--- config.mk ---
export PLATFORM = sky130hd
export DESIGN_NAME = pipe_stage_buffer
export DESIGN_NICKNAME = d
export VERILOG_FILES = /design/src/rtl/pipe_buf_pkg.sv /design/src/rtl/pipe_buf_slot.sv /design/src/rtl/pipe_stage_buffer.sv
export SDC_FILE = /design/constraint.sdc
export NUM_CORES = 1
export LEC_CHECK = 0
export ABC_AREA = 1
export BUFFER_PORTS_ARGS = -buffer_cell sky130_fd_sc_hd__buf_4
export CORE_UTILIZATION = 43
export DETAILED_ROUTE_END_ITERATION = 8
export GPL_TIMING_DRIVEN = 0
export PLACE_DENSITY = 0.76
export SKIP_CTS_REPAIR_TIMING = 1
export SLEW_MARGIN = 20
export SYNTH_ARGS = -nofsm -noshare
export SYNTH_HDL_FRONTEND = slang
export SYNTH_SLANG_ARGS = --single-unit
export TNS_END_PERCENT = 50
--- constraint.sdc ---
create_clock -name clk -period 1 [get_ports clk]
set_input_delay 0.15 -clock clk [delete_from_list [all_inputs] [get_ports clk]]
set_output_delay 0.15 -clock clk [all_outputs]
set_load 0.01 [all_outputs]
--- src/rtl/pipe_buf_pkg.sv ---
//------------------------------------------------------------------------------
// Module   : pipe_buf_pkg
// Purpose  : Shared defaults and occupancy encoding for pipe_stage_buffer.
// Revision : 1.0 - initial release
//------------------------------------------------------------------------------
`default_nettype none

package pipe_buf_pkg;

  localparam int c_def_data_w   = 16;
  localparam int c_def_ctrl_w   = 16;
  localparam int c_def_addr_w   = 4;
  localparam int c_def_num_addr = 2;

  localparam logic [1:0] c_occ_empty = 2'd0;
  localparam logic [1:0] c_occ_one   = 2'd1;
  localparam logic [1:0] c_occ_two   = 2'd2;

  // All-ones code of the given address width; callers cast it down to ADDR_W.
  function automatic logic [31:0] default_kill_addr(input int unsigned aw);
    if (aw >= 32) return '1;
    return (32'd1 << aw) - 32'd1;
  endfunction

endpackage

`default_nettype wire

--- src/rtl/pipe_buf_slot.sv ---
//------------------------------------------------------------------------------
// Module   : pipe_buf_slot
// Purpose  : One pipeline entry register (valid, ctrl, data, addr) with
//            load / drop / synchronous clear and a bubble (kill) transform.
// Revision : 1.0 - initial release
//------------------------------------------------------------------------------
`default_nettype none

module pipe_buf_slot
  import pipe_buf_pkg::*;
#(
  parameter int              DATA_W    = c_def_data_w,
  parameter int              CTRL_W    = c_def_ctrl_w,
  parameter int              ADDR_W    = c_def_addr_w,
  parameter int              NUM_ADDR  = c_def_num_addr,
  parameter logic [ADDR_W-1:0] KILL_ADDR = ADDR_W'(default_kill_addr(ADDR_W))
) (
  input  logic                       clk,
  input  logic                       rst_n,
  input  logic                       load,
  input  logic                       drop,
  input  logic                       clear,
  input  logic                       kill,
  input  logic [CTRL_W-1:0]          d_ctrl,
  input  logic [DATA_W-1:0]          d_data,
  input  logic [NUM_ADDR*ADDR_W-1:0] d_addr,
  output logic                       slot_valid,
  output logic [CTRL_W-1:0]          slot_ctrl,
  output logic [DATA_W-1:0]          slot_data,
  output logic [NUM_ADDR*ADDR_W-1:0] slot_addr
);

  localparam logic [NUM_ADDR*ADDR_W-1:0] c_kill_vec = {NUM_ADDR{KILL_ADDR}};

  logic                       r_valid;
  logic [CTRL_W-1:0]          r_ctrl;
  logic [DATA_W-1:0]          r_data;
  logic [NUM_ADDR*ADDR_W-1:0] r_addr;

  // Clear wins over load so a flushed cycle never captures anything.
  always_ff @(posedge clk or negedge rst_n) begin
    if (!rst_n) begin
      r_valid <= 1'b0;
      r_ctrl  <= '0;
      r_data  <= '0;
      r_addr  <= c_kill_vec;
    end else if (clear) begin
      r_valid <= 1'b0;
    end else if (load) begin
      r_valid <= 1'b1;
      r_ctrl  <= kill ? '0 : d_ctrl;
      r_data  <= d_data;
      r_addr  <= kill ? c_kill_vec : d_addr;
    end else if (drop) begin
      r_valid <= 1'b0;
    end
  end

  assign slot_valid = r_valid;
  assign slot_ctrl  = r_ctrl;
  assign slot_data  = r_data;
  assign slot_addr  = r_addr;

endmodule

`default_nettype wire

--- src/rtl/pipe_stage_buffer.sv ---
//------------------------------------------------------------------------------
// Module   : pipe_stage_buffer
// Purpose  : Valid/ready inter-stage pipeline register with flush and bubble
//            insertion. Define PIPE_STAGE_BUFFER_SKID_EN for the two-slot
//            (registered in_ready) variant; otherwise a single slot is used.
// Revision : 1.0 - initial release
//------------------------------------------------------------------------------
`default_nettype none

module pipe_stage_buffer
  import pipe_buf_pkg::*;
#(
  parameter int              DATA_W    = c_def_data_w,
  parameter int              CTRL_W    = c_def_ctrl_w,
  parameter int              ADDR_W    = c_def_addr_w,
  parameter int              NUM_ADDR  = c_def_num_addr,
  parameter logic [ADDR_W-1:0] KILL_ADDR = ADDR_W'(default_kill_addr(ADDR_W))
) (
  input  logic                       clk,
  input  logic                       rst_n,
  input  logic                       in_valid,
  output logic                       in_ready,
  input  logic                       in_bubble,
  input  logic [CTRL_W-1:0]          in_ctrl,
  input  logic [DATA_W-1:0]          in_data,
  input  logic [NUM_ADDR*ADDR_W-1:0] in_addr,
  input  logic                       flush,
  output logic                       out_valid,
  input  logic                       out_ready,
  output logic [CTRL_W-1:0]          out_ctrl,
  output logic [DATA_W-1:0]          out_data,
  output logic [NUM_ADDR*ADDR_W-1:0] out_addr,
  output logic [1:0]                 occupancy
);

  localparam logic [NUM_ADDR*ADDR_W-1:0] c_kill_vec = {NUM_ADDR{KILL_ADDR}};

  logic                       w_in_fire;
  logic                       w_out_fire;
  logic                       w_main_load;
  logic                       w_main_drop;
  logic                       w_main_kill;
  logic [CTRL_W-1:0]          w_main_d_ctrl;
  logic [DATA_W-1:0]          w_main_d_data;
  logic [NUM_ADDR*ADDR_W-1:0] w_main_d_addr;
  logic                       w_main_valid;
  logic [CTRL_W-1:0]          w_main_ctrl;
  logic [DATA_W-1:0]          w_main_data;
  logic [NUM_ADDR*ADDR_W-1:0] w_main_addr;

  assign w_in_fire  = in_valid && in_ready;
  assign w_out_fire = w_main_valid && out_ready;

`ifdef PIPE_STAGE_BUFFER_SKID_EN
  logic                       w_main_free;
  logic                       w_skid_load;
  logic                       w_skid_drop;
  logic                       w_skid_valid;
  logic [CTRL_W-1:0]          w_skid_ctrl;
  logic [DATA_W-1:0]          w_skid_data;
  logic [NUM_ADDR*ADDR_W-1:0] w_skid_addr;

  always_comb begin
    w_main_free   = !w_main_valid || w_out_fire;
    w_main_load   = w_main_free && (w_skid_valid || w_in_fire);
    w_main_drop   = w_main_free && !w_skid_valid && !w_in_fire;
    w_main_kill   = in_bubble;
    w_main_d_ctrl = in_ctrl;
    w_main_d_data = in_data;
    w_main_d_addr = in_addr;
    // A held skid entry is older than the input, so it always goes first.
    if (w_skid_valid) begin
      w_main_kill   = 1'b0;
      w_main_d_ctrl = w_skid_ctrl;
      w_main_d_data = w_skid_data;
      w_main_d_addr = w_skid_addr;
    end
    w_skid_load = w_in_fire && (w_skid_valid || !w_main_free);
    w_skid_drop = w_main_free && w_skid_valid && !w_in_fire;
  end

  pipe_buf_slot #(
    .DATA_W(DATA_W), .CTRL_W(CTRL_W), .ADDR_W(ADDR_W),
    .NUM_ADDR(NUM_ADDR), .KILL_ADDR(KILL_ADDR)
  ) u_skid (
    .clk(clk), .rst_n(rst_n),
    .load(w_skid_load), .drop(w_skid_drop), .clear(flush), .kill(in_bubble),
    .d_ctrl(in_ctrl), .d_data(in_data), .d_addr(in_addr),
    .slot_valid(w_skid_valid), .slot_ctrl(w_skid_ctrl),
    .slot_data(w_skid_data), .slot_addr(w_skid_addr)
  );

  // Skid valid is a flop output, so in_ready is registered.
  assign in_ready  = !w_skid_valid;
  assign occupancy = (w_main_valid && w_skid_valid) ? c_occ_two :
                     w_main_valid ? c_occ_one : c_occ_empty;
`else
  always_comb begin
    w_main_load   = w_in_fire;
    w_main_drop   = w_out_fire && !w_in_fire;
    w_main_kill   = in_bubble;
    w_main_d_ctrl = in_ctrl;
    w_main_d_data = in_data;
    w_main_d_addr = in_addr;
  end

  assign in_ready  = !w_main_valid || out_ready;
  assign occupancy = w_main_valid ? c_occ_one : c_occ_empty;
`endif

  pipe_buf_slot #(
    .DATA_W(DATA_W), .CTRL_W(CTRL_W), .ADDR_W(ADDR_W),
    .NUM_ADDR(NUM_ADDR), .KILL_ADDR(KILL_ADDR)
  ) u_main (
    .clk(clk), .rst_n(rst_n),
    .load(w_main_load), .drop(w_main_drop), .clear(flush), .kill(w_main_kill),
    .d_ctrl(w_main_d_ctrl), .d_data(w_main_d_data), .d_addr(w_main_d_addr),
    .slot_valid(w_main_valid), .slot_ctrl(w_main_ctrl),
    .slot_data(w_main_data), .slot_addr(w_main_addr)
  );

  // An empty head must look like "no register, no side effects" downstream.
  assign out_valid = w_main_valid;
  assign out_ctrl  = w_main_valid ? w_main_ctrl : '0;
  assign out_addr  = w_main_valid ? w_main_addr : c_kill_vec;
  assign out_data  = w_main_data;

endmodule

`default_nettype wire

# [Word level (Yosys, flattened, before mapping)]
# Index checks and enable logic that the tools add are counted.
[word_totals] ff_bits=41 input_bits=46 out_inout_bits=44 elab_cells=21
[op_classes] n_mux=8 bitwise_logic=1 reduce_logical=8
[ops] operator="$mux W16" n=2
[ops] operator="$mux W8" n=2
[ops] operator="$mux W1" n=4
[ops] operator="$logic_and A1 B1 Y1" n=3
[ops] operator="$reduce_bool A3 Y1" n=1
[ops] operator="$logic_not A1 Y1" n=2
[ops] operator="$reduce_and A2 Y1" n=1
[ops] operator="$logic_or A1 B1 Y1" n=1
[ops] operator="$not A1 Y1" n=1

# [Logic depth before layout (Yosys ltp)]
[logic_depth] ltp_word=8 depth_mapped=6 ltp_nobuf=5

# [Cells and area by module]
# Synthesis repeated with hierarchy kept, for this count alone.
[hier_totals] hier_cells=287 hier_area_um2=2016.9
[modules_own_cells] mod="pipe_buf_slot" n_inst=1 cells_per_inst=227 area_per_inst_um2=1754.2 seq_area_each_um2=1036.0
[modules_own_cells] mod="pipe_stage_buffer" n_inst=1 cells_per_inst=60 area_per_inst_um2=262.8 seq_area_each_um2=0.0

# [Worst setup path before layout]
# No wires, ideal clock.
[synth_path] path_type="register -> register" from="register u_main.r_valid (netlist: u_main.slot_valid)" to="register u_main.r_data[0] (netlist: u_main.slot_data[0])" setup_time_ps=117 arrival_time_ps=927 required_time_ps=883 setup_slack_ps=-43 path_stages_with_launch=7 n_path_buf=2 period_less_slack_ps=1043 cell_sequence="dfrtp_1 -> buf_6 -> nand2_8 -> nand2_4 -> buf_6 -> nand2_1 -> nand2_1"
[synth_between] elab_chain_cells=4
[synth_lines] item="start: declaration" line="pipe_buf_slot.sv:35" rtl="logic r_valid;"
[synth_lines] item="start signal: assignment" line="pipe_buf_slot.sv:43" rtl="r_valid <= 1'b0;"
[synth_lines] item="start signal: assignment" line="pipe_buf_slot.sv:48" rtl="r_valid <= 1'b0;"
[synth_lines] item="start signal: assignment" line="pipe_buf_slot.sv:50" rtl="r_valid <= 1'b1;"
[synth_lines] item="$logic_not A1 Y1" line="pipe_stage_buffer.sv:107" rtl="assign in_ready = !w_main_valid || out_ready;"
[synth_lines] item="$logic_or A1 B1 Y1" line="pipe_stage_buffer.sv:107"
[synth_lines] item="$logic_and A1 B1 Y1" line="pipe_stage_buffer.sv:51" rtl="assign w_in_fire = in_valid && in_ready;"
[synth_lines] item="$reduce_and A2 Y1 (no line)"
[synth_lines] item="end signal: assignment" line="pipe_buf_slot.sv:52" rtl="r_data <= d_data;"
[synth_lines] item="end: declaration" line="pipe_buf_slot.sv:37" rtl="logic [DATA_W-1:0] r_data;"
# No other way between the ends.
# A chain may end at the register's enable or synchronous reset.

# [Worst setup path after layout]
[layout_path] from="register u_main.r_valid (netlist: u_main.slot_valid)" to="output out_ctrl[5]"
[layout_between] elab_chain_cells=1
[layout_lines] item="$mux W16" line="pipe_stage_buffer.sv:124" rtl="assign out_ctrl = w_main_valid ? w_main_ctrl : '0;"
[layout_lines] item="end: declaration" line="pipe_stage_buffer.sv:30" rtl="output logic [CTRL_W-1:0] out_ctrl,"
# No other way between the ends.

==> results.tsv <==
stage	metric	value	unit
outcome	status	finished with violations	
outcome	failing checks	negative setup slack	
logic_synthesis	cells after synthesis	284	
setup_path	Worst Path Max Fanout	10	
cells_and_area	post-route insts no fill	440	
drt	Pre-antenna DRT Iters	4	
timing	Final setup viols	67	
setup_path	Critical Path AT	1210	ps
global_route	global route total overflow	0	
setup_path	Worst setup EP type	output pin	
cells_and_area	share of layout cells above drive strength 1	0.3523	
die	Initial Util	0.4461	
setup_path	worst reg2reg path endpoint	u_main.slot_ctrl[11]$_DFFE_PN0P_	
pwr	Cell Pwr Density	1441	nW/um^2
clock_network	clock latency on the worst-skew pair	290	ps
drt	antenna viol nets, final	0	
timing	Hold Vio Cnt, Final	0	
logic_synthesis	sequential fraction of the synthesis area	0.4949	
pwr	Static Leak	1.914	nW
hold_path	Min-Delay Path Depth	2	
pwr	Comb pwr share	0.241	
hold_path	Worst Min Path Start	flush	
logic_synthesis	top cells by area, synth	dfrtp_1 39%, nand2_1 20%, dfstp_2 10%	
cells_and_area	most frequent cells in the layout	110 x nand2_1, 82 x buf_4, 51 x inv_1	
global_route	first-pass GRT wire length	7.976	mm
timing	Min Clock Period, post-route	1361	ps
hold_path	min-delay worst type	in2reg	
die	# IOs	90	
drt	DR vias	2016	
pwr	Switching Fraction	0.2660	
logic_synthesis	share of Yosys cell area claimed by the top area cell type	0.3945	
die	die span in y	71.77	um
drt	Post-Route WL	4.984	mm
clock_network	CTS tree	done	
placement	dpl cells	425	
timing	Slew @ Worst Pin	525.8	ps
die	DIE WIDTH	71.77	um
global_route	largest net degree at the start of global routing	42	
flow_run	max-cap viol count	0	
timing	Final Skew	6.274	ps
setup_path	FF-to-FF setup slack	-110	ps
timing	unrepaired setup endpoints after global routing	true	
cells_and_area	Layout area overhead	48.77	%
logic_synthesis	#FFs+latches synth	41	
logic_synthesis	Synth Area per Inst	7.371	sq um
clock_network	clock buffer depth	2	
setup_path	CP startpoint kind	register	
drt	DRC viols	0	
pwr	Max rail drop VDD	1.088	mV
logic_synthesis	post-synth top area cell	dfrtp_1	
die	die area	5151	sq um
pwr	Net Switching	1.194	mW
clock_network	Worst-path clk slew	80	ps
cells_and_area	Fillers	430	
placement	DPL Wire Length	3.499	mm
setup_path	Worst R2R Start	u_main.slot_valid$_DFFE_PN0P_	
placement	global placement routability congestion	0.7534	
pwr	Int Pwr	3.294	mW
cells_and_area	nets@finish	431	
logic_synthesis	mapped cell area	2093	sq um
hold_path	Hold Crit Endpoint	u_main.slot_valid$_DFFE_PN0P_	
die	core area	4692	sq um
setup_path	Req. time, crit path	850	ps
global_route	Tot GR Track Use	0.1990	
timing	Sum Neg Setup Slack	-11780	ps
timing	fmax	0.7345	GHz
pwr	Clk network pwr share	0.304	
global_route	initial antenna violation count	0	
global_route	number of global-route vias before repair	1875	
cells_and_area	commonest non-fill, non-tap cell in the layout	nand2_1	
setup_path	R2R depth	6	
drt	Via density	4.582	
cells_and_area	diodes inserted	0	
timing	Rel. slew slack	0.6494	
die	Site Rows	25	
logic_synthesis	Yosys cell types	14	
timing	setup ws final	-361.5	ps
clock_network	Root Driver	clkbuf_8	
pwr	Flop pwr share	0.455	
logic_synthesis	synthesis warning total	0	
clock_network	number of CTS-inserted buffers	5	
clock_network	clock sinks	41	
clock_network	CTS H-tree lvls	2	
setup_path	critical path class	reg2out	
timing	Tcrit/Tclk final	1.361	
placement	I/O Buffers	87	
drt	post-DR wirelength/cell	11.33	um
timing	pins over their slew limit	0	
logic_synthesis	Syn Nets	330	
drt	First DRT Iteration DRCs	92	
## per-layer routing
layer,part of all wire,vias to the layer above,track usage
met5,0,-,0
li1,-,1027,-
met4,0.0064,0,0.03922
met2,0.51,60,0.3532
met3,0.061,4,0.06188
met1,0.42,925,0.2388
## state kept, by name, indices dropped and copies added, names as in the netlist
name and flops:
u_main.slot_addr 8, u_main.slot_ctrl 16, u_main.slot_data 16, u_main.slot_valid 1
## logic make-up (layout without fill, tap and decap cells)
family / after synthesis / in the layout / synth area share
simple gates: 171 / 171 / 0.3455
buf+inv: 70 / 172 / 0.1554
flops: 41 / 41 / 0.4949
other cells: 1 / 1 / 0.001791
compound gates: 1 / 1 / 0.002389
## Yosys cell counts
library cell / n
a21oi_1: 1
buf_2: 11
buf_4: 3
buf_6: 5
conb_1: 1
dfrtp_1: 33
dfstp_2: 8
inv_1: 51
nand2_1: 112
nand2_4: 1
nand2_8: 1
nand3_1: 40
nor2_1: 16
nor2_4: 1
## how the worst max path moves through the flow
stage / start / end / slack [ps]
detailed placement: u_main.slot_valid$_DFFE_PN0P_ / out_ctrl[5] / -180
finish: u_main.slot_valid$_DFFE_PN0P_ / out_ctrl[5] / -360
CTS: u_main.slot_valid$_DFFE_PN0P_ / out_ctrl[5] / -500
global placement: u_main.slot_valid$_DFFE_PN0P_ / out_ctrl[6] / -170
floorplan: u_main.slot_valid$_DFFE_PN0P_ / u_main.slot_data[0]$_DFFE_PN0P_ / -40
global route: u_main.slot_valid$_DFFE_PN0P_ / out_ctrl[6] / -420
## through the flow
step                      worst slack (ps)  utilization  area (sq um)  hold slack [ps]  power [mW]
after CTS                           -504.3       0.6245          2930           -155.4       4.408
final                               -361.5       0.6637          3114            29.83       4.488
after global placement              -171.1       0.5997          2814            155.1       3.021
after floorplan                     -35.66            -          2093           -145.6       2.538
after global routing                -421.3       0.6637          3114            13.00       4.739
after detailed placement            -178.3       0.5997          2814            161.1       3.047
## critical path, cell delays in order (launching register included)
cell and delay, ps:
dfrtp_1 390, buf_6 150, buf_8 140, nand2_1 60, inv_1 40, buf_4 130
## power groups by stage
stage / clock, mW / combinational, mW / sequential [mW]
6_report: 1.36 / 1.08 / 2.04
5_1_grt: 1.46 / 1.20 / 2.08
4_1_cts: 1.39 / 0.986 / 2.03
3_5_place_dp: 0 / 0.987 / 2.06
3_3_place_gp: 0 / 0.962 / 2.06
2_1_floorplan: 0 / 0.447 / 2.09
## final cells by class
class,count,area [sq um],share of cell area
Clock inverter,1,30.03,0.009642
Buffer,19,176.4,0.05665
Clock buffer,7,86.33,0.02772
Timing Repair Buffer,94,760.7,0.2443
Sequential cell,41,1036,0.3327
Multi-Input combinational cell,173,765.7,0.2459
Tap cell,54,67.56,0.02170
Inverter,51,191.4,0.06147
Power figures use the tool's default switching activity.
